## config.mk

```make
export PLATFORM = sky130hd
export DESIGN_NAME = display_scan_ctrl
export DESIGN_NICKNAME = d
export VERILOG_FILES = /design/src/rtl/display_scan_ctrl.sv
export SDC_FILE = /design/constraint.sdc
export NUM_CORES = 1
export LEC_CHECK = 0
export ABC_AREA = 1
export BUFFER_PORTS_ARGS = -buffer_cell sky130_fd_sc_hd__buf_4
export CAP_MARGIN = 20
export CORE_ASPECT_RATIO = 0.8
export CORE_MARGIN = 4
export CORE_UTILIZATION = 57
export DETAILED_ROUTE_END_ITERATION = 6
export PLACE_DENSITY = 0.86
export REMOVE_ABC_BUFFERS = 1
export SLEW_MARGIN = 0
export SYNTH_ARGS = -nofsm -noshare
export SYNTH_HDL_FRONTEND = slang
export SYNTH_SLANG_ARGS = --single-unit
```

## constraint.sdc

```tcl
create_clock -name clk -period 2.6 [get_ports clk]
set_input_delay 0.52 -clock clk [delete_from_list [all_inputs] [get_ports clk]]
set_output_delay 0.52 -clock clk [all_outputs]
set_load 0.02 [all_outputs]
```

## src/rtl/display_scan_ctrl.sv

```systemverilog
// Scan scheduler for the two shared 7-segment buses: alternating digit phases, anti-ghost blanking, per-digit blink.
// Optional DISP_SCAN_BLANK_EN compiles in the blank interval at the start of each phase.
module display_scan_ctrl #(
    parameter int REFRESH_DIV  = 8192,
    parameter int BLANK_CYC    = 64,
    parameter int BLINK_FRAMES = 32
) (
    input  logic       clk,
    input  logic       rst,
    input  logic [6:0] seg0,
    input  logic [6:0] seg1,
    input  logic [6:0] seg2,
    input  logic [6:0] seg3,
    input  logic [3:0] blink_mask,
    input  logic       disp_en,
    output logic       sel,
    output logic [6:0] seg_a,
    output logic [6:0] seg_b,
    output logic       frame_tick
);

    localparam int CW = $clog2(REFRESH_DIV);
    localparam int FW = (BLINK_FRAMES > 1) ? $clog2(BLINK_FRAMES) : 1;
    localparam logic [CW-1:0] CNT_LAST   = CW'(REFRESH_DIV - 1);
    localparam logic [FW-1:0] FRAME_LAST = FW'(BLINK_FRAMES - 1);

    typedef enum logic [1:0] {
        P0_BLANK,
        P0_SHOW,
        P1_BLANK,
        P1_SHOW
    } state_t;

`ifdef DISP_SCAN_BLANK_EN
    localparam logic [CW-1:0] BLANK_LAST = CW'(BLANK_CYC - 1);
    localparam state_t RESET_STATE = P0_BLANK;
`else
    localparam state_t RESET_STATE = P0_SHOW;
    // Blank interval is compiled out; BLANK_CYC stays only so both builds share one parameter list.
    if (BLANK_CYC < 0) begin : g_blank_cyc_unused
    end
`endif

    state_t          state_q, state_d;
    logic [CW-1:0]   cnt_q, cnt_d;
    logic            init_q, init_d;
    logic [3:0][6:0] shadow_q, shadow_d;
    logic [3:0]      mask_q, mask_d;
    logic [FW-1:0]   fcnt_q, fcnt_d;
    logic            blink_ph_q, blink_ph_d;
    logic            sel_q, sel_d;
    logic [6:0]      seg_a_q, seg_a_d;
    logic [6:0]      seg_b_q, seg_b_d;
    logic            frame_tick_q, frame_tick_d;
    logic            frame_edge;
    logic [3:0][6:0] code;

    always_ff @(posedge clk or posedge rst) begin
        if (rst) begin
            state_q      <= RESET_STATE;
            cnt_q        <= '0;
            init_q       <= 1'b1;
            shadow_q     <= '0;
            mask_q       <= '0;
            fcnt_q       <= '0;
            blink_ph_q   <= 1'b0;
            sel_q        <= 1'b0;
            seg_a_q      <= '0;
            seg_b_q      <= '0;
            frame_tick_q <= 1'b0;
        end else begin
            state_q      <= state_d;
            cnt_q        <= cnt_d;
            init_q       <= init_d;
            shadow_q     <= shadow_d;
            mask_q       <= mask_d;
            fcnt_q       <= fcnt_d;
            blink_ph_q   <= blink_ph_d;
            sel_q        <= sel_d;
            seg_a_q      <= seg_a_d;
            seg_b_q      <= seg_b_d;
            frame_tick_q <= frame_tick_d;
        end
    end

    // cnt spans the whole phase (blank + show); it is cleared only when the phase flips.
    always_comb begin
        state_d    = state_q;
        cnt_d      = cnt_q + CW'(1);
        frame_edge = 1'b0;
        case (state_q)
`ifdef DISP_SCAN_BLANK_EN
            P0_BLANK: if (cnt_q == BLANK_LAST) state_d = P0_SHOW;
            P0_SHOW: begin
                if (cnt_q == CNT_LAST) begin
                    state_d = P1_BLANK;
                    cnt_d   = '0;
                end
            end
            P1_BLANK: if (cnt_q == BLANK_LAST) state_d = P1_SHOW;
            P1_SHOW: begin
                if (cnt_q == CNT_LAST) begin
                    state_d    = P0_BLANK;
                    cnt_d      = '0;
                    frame_edge = 1'b1;
                end
            end
            default: begin
                state_d = RESET_STATE;
                cnt_d   = '0;
            end
`else
            P0_SHOW: begin
                if (cnt_q == CNT_LAST) begin
                    state_d = P1_SHOW;
                    cnt_d   = '0;
                end
            end
            P1_SHOW: begin
                if (cnt_q == CNT_LAST) begin
                    state_d    = P0_SHOW;
                    cnt_d      = '0;
                    frame_edge = 1'b1;
                end
            end
            default: begin
                state_d = RESET_STATE;
                cnt_d   = '0;
            end
`endif
        endcase
    end

    // Shadows reload only at frame boundaries (plus once after reset) so a frame never tears.
    always_comb begin
        init_d     = 1'b0;
        shadow_d   = shadow_q;
        mask_d     = mask_q;
        fcnt_d     = fcnt_q;
        blink_ph_d = blink_ph_q;
        if (init_q || frame_edge) begin
            shadow_d = {seg3, seg2, seg1, seg0};
            mask_d   = blink_mask;
        end
        if (frame_edge) begin
            if (fcnt_q == FRAME_LAST) begin
                fcnt_d     = '0;
                blink_ph_d = ~blink_ph_q;
            end else begin
                fcnt_d = fcnt_q + FW'(1);
            end
        end
    end

    always_comb begin
        code         = '0;
        sel_d        = (state_d == P1_BLANK) || (state_d == P1_SHOW);
        seg_a_d      = '0;
        seg_b_d      = '0;
        frame_tick_d = frame_edge;
        for (int i = 0; i < 4; i++) begin
            code[i] = (mask_d[i] && blink_ph_d) ? 7'h00 : shadow_d[i];
        end
        if (disp_en) begin
            case (state_d)
                P0_SHOW: begin
                    seg_a_d = code[0];
                    seg_b_d = code[2];
                end
                P1_SHOW: begin
                    seg_a_d = code[1];
                    seg_b_d = code[3];
                end
                default: begin
                    seg_a_d = '0;
                    seg_b_d = '0;
                end
            endcase
        end
    end

    assign sel        = sel_q;
    assign seg_a      = seg_a_q;
    assign seg_b      = seg_b_q;
    assign frame_tick = frame_tick_q;

endmodule

```

==> results of run 1 <==
[cells by family after synthesis]
logic type      Yosys count  synth area share (%)
flops                    70                 51.00
other cells               2                0.2183
simple gates            216                 29.43
compound gates           25                 4.220
xor+xnor                  6                 1.528
fa+ha+maj                 3                 1.091
buf+inv                 105                 12.51
[worst min-delay path by stage]
stage	from	end	slack [ns]	cells after the start
2_1_floorplan	cnt_q[0]$_DFF_PP0_	cnt_q[0]$_DFF_PP0_	0.43	1
3_3_place_gp	cnt_q[0]$_DFF_PP0_	cnt_q[0]$_DFF_PP0_	0.44	1
3_5_place_dp	cnt_q[0]$_DFF_PP0_	cnt_q[0]$_DFF_PP0_	0.45	1
4_1_cts	rst	seg_a[3]$_DFF_PP0_	0.22	2
5_1_grt	rst	seg_a[3]$_DFF_PP0_	0.25	2
6_report	rst	cnt_q[1]$_DFF_PP0_	0.21	2
[sequential cells by signal, indices dropped and copies added, names as in the netlist]
name and flops:
state_q 2, seg_b 7, fcnt_q 5, shadow_q 28
frame_tick 1, mask_q 4, cnt_q 13, seg_a 7
sel 1, blink_ph_q 1, init_q 1
[layout make-up]
| cell class | instances | area (sq um) |
|---|---|---|
| clock buffers | 10 | 127.6 |
| repair buffers | 56 | 420.4 |
| inverters | 92 | 349.1 |
| fillers | 463 | 1787 |
| well taps | 81 | 101.3 |
| multi-input cells | 252 | 1255 |
| flip-flops and latches | 70 | 1754 |
| clock inverters | 6 | 86.33 |
[per-layer routing]
layer | routed length [um] | global-route usage, % | vias up | share of wire [%]
met3 | 553 | 6.977 | 8 | 7.6
met1 | 3177 | 28.85 | 1323 | 44
met4 | 67 | 6.340 | 0 | 0.92
met5 | 0 | 0 | - | 0
met2 | 3497 | 34.98 | 96 | 48
li1 | - | - | 1379 | -
[power by group through the flow]
| stage | Clock (mW) | Combinational, mW | Sequential, mW |
|---|---|---|---|
| after detailed placement | 0 | 0.280 | 1.20 |
| after global placement | 0 | 0.271 | 1.19 |
| final | 0.946 | 0.280 | 1.18 |
| after global routing | 1.02 | 0.316 | 1.18 |
| after floorplan | 0 | 0.149 | 1.21 |
| after CTS | 0.960 | 0.282 | 1.18 |
[cell usage in the layout (no fill, tap or decap), types with 2 or more instances in the layout]
cell	n
nand2_1	108
inv_1	88
dfrtp_1	68
buf_4	56
nor2_1	44
nand3_1	21
nand3b_1	18
a21oi_1	15
clkbuf_8	9
nor3_1	5
nand3_2	5
nand2_2	4
and2_1	4
xor2_1	4
clkinv_2	3
o21ai_0	3
a21oi_2	3
o21a_1	3
ha_1	3
inv_2	2
xnor2_1	2
bufinv_16	2
dfstp_2	2
conb_1	2
[per-stage QoR]
step                hold slack (ns)  setup slack, ns  cells  utilization, %
finish                       0.2145           0.3570    567           69.62
global route                 0.2527           0.1871    567           69.62
CTS                          0.2206           0.3592    567           69.62
detailed placement           0.4499           0.4006    551           65.98
global placement             0.4364           0.5060    551           65.98
floorplan                    0.4251           0.3151    414               -
==> run summary, run 1 <==
worst slew pin tran = 0.5383 ns
crit path cell chain = ha_1 -> nand3_1 -> inv_2 -> nand2_2 -> clkinv_2 -> nand3_4 -> nand2_2 -> buf_4 -> nand2_1 -> nand3_2 -> nand2_1 -> a21oi_1
Slew headroom = 64.07%
Switching Share = 24.58%
yosys warns = 0
Worst Setup End Kind = flop
post-layout min period = 2.243 ns
CP max-delay cell = dfrtp_1
Synth Register Bits = 70
crit path launch = cnt_q[0]$_DFF_PP0_
die area = 7349 sq um
highest achievable clock rate = 445.8 MHz
share of cells above drive strength 1 = 19.34%
internal power = 1.811 mW
post-synth cell types = 35
Worst Path Required = 2.80 ns
Reg2Reg Setup Slack = 0.36 ns
register area share after synthesis = 51.00%
Power Density = 586.7 nW/um^2
Post-DRT Antenna Nets = 0
site row count = 25
chip height = 77.48 um
vias per inst = 4.949
Placer Congestion = 0.8199
CTS resizes = 0
port bufs = 50
post-synth top area share = 49.47%
status = completed
Mapped Avg Cell Area = 8.055 sq um
worst r2r src = cnt_q[0]$_DFF_PP0_
fin. max-slew vios = 0
Avg WL per Cell = 12.87 um
cell accounting for the most synthesized area = dfrtp_1
area of the core = 5881 sq um
Final setup violation count = 0
Psw = 0.5902 mW
setup_tns = 0 ns
reg2reg end = seg_a[4]$_DFF_PP0_
CTS Buf Count = 9
Sink Count = 70
crit path DAT = 2.45 ns
CTS Hold Bufs = 0
number of global-route vias before repair = 2,763
Post-synth ARST share = 100.0%
CP startpoint kind = flop
num ports = 51
ys flop type = dfrtp_1
Tot Pwr = 2.402 mW
Comb pwr share = 11.6%
Setup CP Type = reg -> reg
Placed Area = 3880 sq um
Mapped Area = 3440 sq um
fin crit share = 86.27%
maximum fanout along the worst path = 17
Starting Density = 58.49%
synthesis-to-layout area growth = 19.03%
Initial DRC Count = 146
Buf/Inv on CP = 3
dominant cells by area after synthesis = dfrtp_1, nand2_1, inv_1
Worst R2R Path Depth = 12
CTS tree = yes
Root Buffer = clkbuf_8
Worst Skew = 0.01020 ns
critical path depth = 12
most numerous cell in the Yosys netlist = nand2_1
Mapped Cells = 427
Post-synth EDFFs = 0
CTS H-Tree Depth = 3
Post-synth top cells = nand2_1, inv_1, dfrtp_1
max_cap viols = 0
routed wire length = 7295 um
Critical Path Max Stage Delay = 0.40 ns
hold crit path type = in -> async
DR DRC count = 0
cell family with most CP delay = simple AND/OR/NAND/NOR gates
maximum VDD drop = 0.4629 mV
post-CTS setup buffers = 0
crit path to = seg_a[4]$_DFF_PP0_
residual overflow from global routing = 0
nets = 519
DRT Pass-1 Iters = 4
Post-DP HPWL = 5036 um
maximum root-to-sink buffer count = 2
leak pwr = 2.299 nW
global-route wire length before repair = 12,500 um
gr usage total = 21.95%
Reg power frac = 49.0%
largest net degree at the start of global routing = 34
diodes inserted = 0
RSZ-0062 raised after global routing = no
Hold Vio Cnt, Final = 0
Final Cell Area = 4094 sq um
Reg clk slew, reported paths = 0.07 ns
Clock power frac = 39.4%
chip width = 94.85 um
clk_lat worst skew = 0.35 ns
initial antenna violation count = 0
via count = 2,806
No activity file was read; power rests on OpenSTA's default activity.
==> run 2: changes to the inputs <==
Settings changed: CORE_MARGIN 4 to 10.
==> run 2 against run 1 <==
  * Wire length is 1.6% lower
  * Combinational power about the same
  * Critical path depth shrank 1
  * Sequential power about the same
  * Non-clock buffer count fell by 3
  * Flip-flop and latch count stayed put
  * Critical path type unchanged
  * Largest cell class unchanged
  * Highest routed layer unchanged
==> run summary, run 2 (synthesis results as in run 1) <==
status = completed (unchanged)
num ports = 51 (unchanged)
Worst Setup End Kind = flop (unchanged)
DRT Pass-1 Iters = 4 (unchanged)
post-CTS setup buffers = 0 (unchanged)
Reg2Reg Setup Slack = 0.29 ns (was 0.36 ns)
synthesis-to-layout area growth = 17.57% (was 19.03%)
routed wire length = 7177 um (was 7295 um)
initial antenna violation count = 0 (unchanged)
port bufs = 50 (unchanged)
commonest non-fill, non-tap cell in the layout = nand2_1 (unchanged)
CTS Hold Bufs = 0 (unchanged)
Sink Count = 70 (unchanged)
Initial DRC Count = 132 (was 146)
Buf/Inv on CP = 2 (was 3)
number of global-route vias before repair = 2,708 (was 2,763)
Placer Congestion = 0.8954 (was 0.8199)
clk_lat worst skew = 0.35 ns (about the same)
share of cells above drive strength 1 = 18.50% (was 19.34%)
met1 Resource Use GR = 19.21% (was 28.85%)
pre-CTS WS = 0.3002 ns (was 0.4006 ns)
CTS H-Tree Depth = 3 (unchanged)
cell family with most CP delay = simple AND/OR/NAND/NOR gates (unchanged)
Final setup violation count = 0 (unchanged)
CTS Buf Count = 9 (unchanged)
gr usage total = 16.07% (was 21.95%)
diodes inserted = 0 (unchanged)
maximum fanout along the worst path = 32 (was 17)
Worst Skew = 0.007907 ns (was 0.01020 ns)
slack of the critical path = 0.2887 ns (was 0.3570 ns)
chip width = 106.9 um (was 94.85 um)
site row count = 25 (unchanged)
hold crit path type = in -> async (unchanged)
RSZ-0062 raised after global routing = no (unchanged)
global-route wire length before repair = 12,280 um (was 12,500 um)
Avg WL per Cell = 12.77 um (was 12.87 um)
post-layout min period = 2.311 ns (was 2.243 ns)
Post-DP HPWL = 4897 um (was 5036 um)
Starting Density = 58.49% (unchanged)
Reg clk slew, reported paths = 0.07 ns (about the same)
maximum root-to-sink buffer count = 2 (unchanged)
max reg flops = 28 (unchanged)
leak pwr = 2.274 nW (was 2.299 nW)
fin. max-slew vios = 0 (unchanged)
Critical Path Max Stage Delay = 0.40 ns (about the same)
Final Core Density = 68.77% (was 69.62%)
Final Cell Area = 4044 sq um (was 4094 sq um)
area of the multi-input gates = 1255 sq um (unchanged)
Register Area = 1754 sq um (unchanged)
Worst Path Required = 2.80 ns (about the same)
nets = 516 (was 519)
chip height = 89.48 um (was 77.48 um)
Tot Pwr = 2.243 mW (was 2.402 mW)
area of the core = 5881 sq um (unchanged)
vias per inst = 4.838 (was 4.949)
met3 GRT Util = 6.340% (was 6.977%)
Hold Vio Cnt, Final = 0 (unchanged)
crit path DAT = 2.52 ns (was 2.45 ns)
largest net degree at the start of global routing = 71 (was 34)
Post-Layout Cell Count = 562 (was 567)
setup_tns = 0 ns (unchanged)
via count = 2,719 (was 2,806)
Setup CP Type = reg -> reg (unchanged)
grt met2 use = 25.96% (was 34.98%)
CP startpoint kind = flop (unchanged)
Power Density = 554.6 nW/um^2 (was 586.7 nW/um^2)
highest achievable clock rate = 432.6 MHz (was 445.8 MHz)
Post-DRT Antenna Nets = 0 (unchanged)
most flop-heavy register = shadow_q (unchanged)
placed instance count = 548 (was 551)
CTS tree = yes (unchanged)
Slew headroom = 60.99% (was 64.07%)
# fillers = 472 (was 463)
Root Buffer = clkbuf_8 (unchanged)
residual overflow from global routing = 0 (unchanged)
CP max-delay cell = dfrtp_1 (unchanged)
largest registers = shadow_q (28), cnt_q (13) (unchanged)
Placed Area = 3870 sq um (was 3880 sq um)
die area = 9561 sq um (was 7349 sq um)
worst slew pin tran = 0.5831 ns (was 0.5383 ns)
Final Hold Slack = 0.2285 ns (was 0.2145 ns)
crit path cell chain = ha_1 -> nand3_1 -> inv_2 -> nand2_2 -> clkinv_2 -> nand3_4 -> nand2_2 -> nand2_1 -> nand3_2 -> nand2_1 -> a21oi_1 (was ha_1 -> nand3_1 -> inv_2 -> nand2_2 -> clkinv_2 -> nand3_4 -> nand2_2 -> buf_4 -> nand2_1 -> nand3_2 -> nand2_1 -> a21oi_1)
CTS resizes = 0 (unchanged)
DR DRC count = 0 (unchanged)
GR peak layer = met2 (unchanged)
maximum VDD drop = 0.2711 mV (was 0.4629 mV)
fin crit share = 88.90% (was 86.27%)
max_cap viols = 0 (unchanged)
commonest cells after routing, fill and taps aside = nand2_1, inv_1, dfrtp_1 (unchanged)
## run 2: cell types whose count changed in the layout (fill, tap and decap cells not counted)
cell	change
clkbuf_8	+3
clkinvlp_4	-1
clkinv_2	-1
buf_12	+1
clkinv_4	-1
bufinv_16	-2
buf_4	-4
## run 2: worst paths after layout
path	start	depth (start not counted)	to
worst max-delay path	cnt_q[0]$_DFF_PP0_	11	seg_a[6]$_DFF_PP0_
worst min-delay path	rst	3	cnt_q[0]$_DFF_PP0_
min in group clk	cnt_q[0]$_DFF_PP0_	1	cnt_q[0]$_DFF_PP0_
max in group asynchronous	rst	3	cnt_q[12]$_DFF_PP0_
worst max register to register	cnt_q[0]$_DFF_PP0_	11	seg_a[6]$_DFF_PP0_
worst min register to register	cnt_q[0]$_DFF_PP0_	1	cnt_q[0]$_DFF_PP0_
## run 2: final cells by class
type                       instances  share of cell area, %
tap                               81                  2.506
clock inverter                     1                 0.1238
sequential                        70                  43.38
timing repair buffer              53                  10.15
multi-input combinational        252                  31.03
inverter                          92                  8.632
clock buffer                      13                  4.177
## run 2: metal layers
metal / vias up / share of wire (%)
li1: 1372 / -
met1: 1269 / 46
met2: 70 / 46
met3: 8 / 7.1
met4: 0 / 1.1
met5: - / 0
## run 2: worst reg2reg max path: stages, from the launching register on
cell      delay, ns
dfrtp_1        0.40
ha_1           0.23
nand3_1        0.14
inv_2          0.06
nand2_2        0.10
clkinv_2       0.10
nand3_4        0.15
nand2_2        0.38
nand2_1        0.24
nand3_2        0.18
nand2_1        0.13
a21oi_1        0.07
## run 2: where the power goes
group,total (mW),leakage [nW],switching [mW],internal (mW)
Combinational,0.278,1.32,0.161,0.117
Sequential,1.18,0.860,0.0200,1.16
Clock,0.789,0.0914,0.376,0.413
Total,2.24,2.27,0.557,1.69
==> run 3: changes to the inputs <==
Settings changed: CORE_UTILIZATION 57 to 59, CTS_BUF_LIST set to sky130_fd_sc_hd__clkbuf_4, PLACE_DENSITY 0.86 to 0.88.
==> run 3 against run 2 <==
  * Die area decreased by 2.7%
  * Utilization rose by 2.8 points
  * Via count is 1.6% higher
  * Wire length is 4.5% higher
  * Cell area shrank 1.7%
  * Clock power decreased by 29%
  * Largest power group unchanged
  * Count of clock-buffer cells in the layout fell by 3
  * Register-to-register slack improved by 0.16 ns
  * First-iteration DRC count is 30% higher
  * Clock skew rose by 0.014 ns
  * Critical path type unchanged
  * Fmax up 7.6%
==> run summary, run 3 (synthesis results as in run 1) <==
Worst Path Required = 2.93 ns (was 2.80 ns)
leak pwr = 2.242 nW (was 2.274 nW)
routed wire length = 7497 um (was 7177 um)
CTS Buf Count = 9 (unchanged)
RSZ-0062 raised after global routing = no (unchanged)
CTS tree = yes (unchanged)
maximum root-to-sink buffer count = 2 (unchanged)
chip height = 88.29 um (was 89.48 um)
vias per inst = 4.925 (was 4.838)
Starting Density = 61.91% (was 58.49%)
slack of the critical path = 0.4517 ns (was 0.2887 ns)
max reg flops = 28 (unchanged)
commonest non-fill, non-tap cell in the layout = nand2_1 (unchanged)
die area = 9303 sq um (was 9561 sq um)
largest registers = shadow_q (28), cnt_q (13) (unchanged)
crit path cell chain = ha_1 -> nand3_1 -> inv_2 -> nand2_2 -> clkinv_2 -> nand3_4 -> nand2_4 -> nand2_1 -> nand3_2 -> nand2_1 -> a21oi_1 (was ha_1 -> nand3_1 -> inv_2 -> nand2_2 -> clkinv_2 -> nand3_4 -> nand2_2 -> nand2_1 -> nand3_2 -> nand2_1 -> a21oi_1)
most flop-heavy register = shadow_q (unchanged)
synthesis-to-layout area growth = 15.57% (was 17.57%)
gr usage total = 16.84% (was 16.07%)
status = completed (unchanged)
Hold Vio Cnt, Final = 0 (unchanged)
hold crit path type = in -> async (unchanged)
DR DRC count = 0 (unchanged)
residual overflow from global routing = 0 (unchanged)
via count = 2,763 (was 2,719)
Final setup violation count = 0 (unchanged)
fin. max-slew vios = 0 (unchanged)
CTS Hold Bufs = 0 (unchanged)
diodes inserted = 0 (unchanged)
commonest cells after routing, fill and taps aside = nand2_1, inv_1, dfrtp_1 (unchanged)
Setup CP Type = reg -> reg (unchanged)
Worst Setup End Kind = flop (unchanged)
Reg clk slew, reported paths = 0.12 ns (was 0.07 ns)
fin crit share = 82.63% (was 88.90%)
Placer Congestion = 0.8927 (was 0.8954)
post-layout min period = 2.148 ns (was 2.311 ns)
Worst R2R Path Depth = 11 (unchanged)
crit path DAT = 2.48 ns (was 2.52 ns)
DRT Pass-1 Iters = 4 (unchanged)
area of the core = 5555 sq um (was 5881 sq um)
Critical Path Max Stage Delay = 0.38 ns (was 0.40 ns)
setup_tns = 0 ns (unchanged)
Slew headroom = 57.94% (was 60.99%)
chip width = 105.4 um (was 106.9 um)
port bufs = 50 (unchanged)
max_cap viols = 0 (unchanged)
Worst Skew = 0.02215 ns (was 0.007907 ns)
Initial DRC Count = 171 (was 132)
maximum VDD drop = 0.3290 mV (was 0.2711 mV)
Root Buffer = clkbuf_4 (was clkbuf_8)
num ports = 51 (unchanged)
largest net degree at the start of global routing = 43 (was 71)
highest achievable clock rate = 465.5 MHz (was 432.6 MHz)
worst slew pin tran = 0.6299 ns (was 0.5831 ns)
maximum fanout along the worst path = 32 (unchanged)
clk_lat worst skew = 0.42 ns (was 0.35 ns)
global-route wire length before repair = 12,720 um (was 12,280 um)
site row count = 24 (was 25)
Post-DRT Antenna Nets = 0 (unchanged)
Post-DP HPWL = 5308 um (was 4897 um)
nets = 516 (unchanged)
cell mode on critical path = nand2_1
Sink Count = 70 (unchanged)
share of cells above drive strength 1 = 18.43% (was 18.50%)
Avg WL per Cell = 13.36 um (was 12.77 um)
number of global-route vias before repair = 2,849 (was 2,708)
pre-CTS WS = 0.2399 ns (was 0.3002 ns)
CP max-delay cell = dfrtp_1 (unchanged)
Power Density = 507.5 nW/um^2 (was 554.6 nW/um^2)
CP startpoint kind = flop (unchanged)
initial antenna violation count = 0 (unchanged)
CTS H-Tree Depth = 3 (unchanged)
## run 3: cell types whose count changed in the layout (fill, tap and decap cells not counted), sizes merged
cell	previous run	this run
clkinv	2	6
clkinvlp	0	1
clkbuf	13	10
## run 3: power breakdown
part	internal, mW	total, mW	switching (mW)	leakage, nW
Clock	0.195	0.561	0.366	0.0587
Sequential	1.15	1.18	0.0211	0.860
Combinational	0.117	0.281	0.163	1.32
## run 3: what timing repair did
item	in CTS	in global routing
resized for setup	0	1
setup buffers	0	0
endpoints found under the setup margin	0	4
hold endpoints to repair	0	0
## run 3: path summary, 6_finish.rpt
path	startpoint	to	slack, ns
setup / recovery	cnt_q[0]$_DFF_PP0_	seg_b[2]$_DFF_PP0_	0.45
max in group asynchronous	rst	state_q[0]$_DFF_PP1_	1.71
setup reg to reg	cnt_q[0]$_DFF_PP0_	seg_b[2]$_DFF_PP0_	0.45
hold / removal	rst	shadow_q[26]$_DFF_PP0_	0.18
hold reg to reg	cnt_q[0]$_DFF_PP0_	cnt_q[0]$_DFF_PP0_	0.46
min in group clk	seg1[2]	shadow_q[9]$_DFF_PP0_	0.38
## run 3: layout make-up
cell class,instances,area [sq um]
clock buffers,10,75.07
multi-input cells,252,1260
fillers,418,1580
repair buffers,53,410.4
clock inverters,6,28.78
flip-flops and latches,70,1754
inverters,92,349.1
well taps,78,97.59
## run 3: layer usage
layer,share of wire [%],routed length (um),GRT usage (%)
met5,0,0,0
met4,1.1,82,5.348
met3,6.2,463,6.028
met2,48,3634,28.48
met1,44,3317,19.85
## run 3: per-stage QoR
stage	cell area, sq um	instances	utilization [%]	hold WS [ns]	total power [mW]
after floorplan	3358	414	-	0.4251	1.361
after global placement	3866	545	69.59	0.4352	1.465
after detailed placement	3866	545	69.59	0.4562	1.477
after CTS	3970	561	71.46	0.1842	2.029
after global routing	3975	561	71.55	0.1845	2.119
final	3975	561	71.55	0.1791	2.017
## run 3: critical path: cells and delay by family (launching register included)
kind / cells / cell delay (ns)
simple gates: 7 / 1.15
flops: 1 / 0.38
fa+ha+maj: 1 / 0.19
buf+inv: 2 / 0.18
compound gates: 1 / 0.18
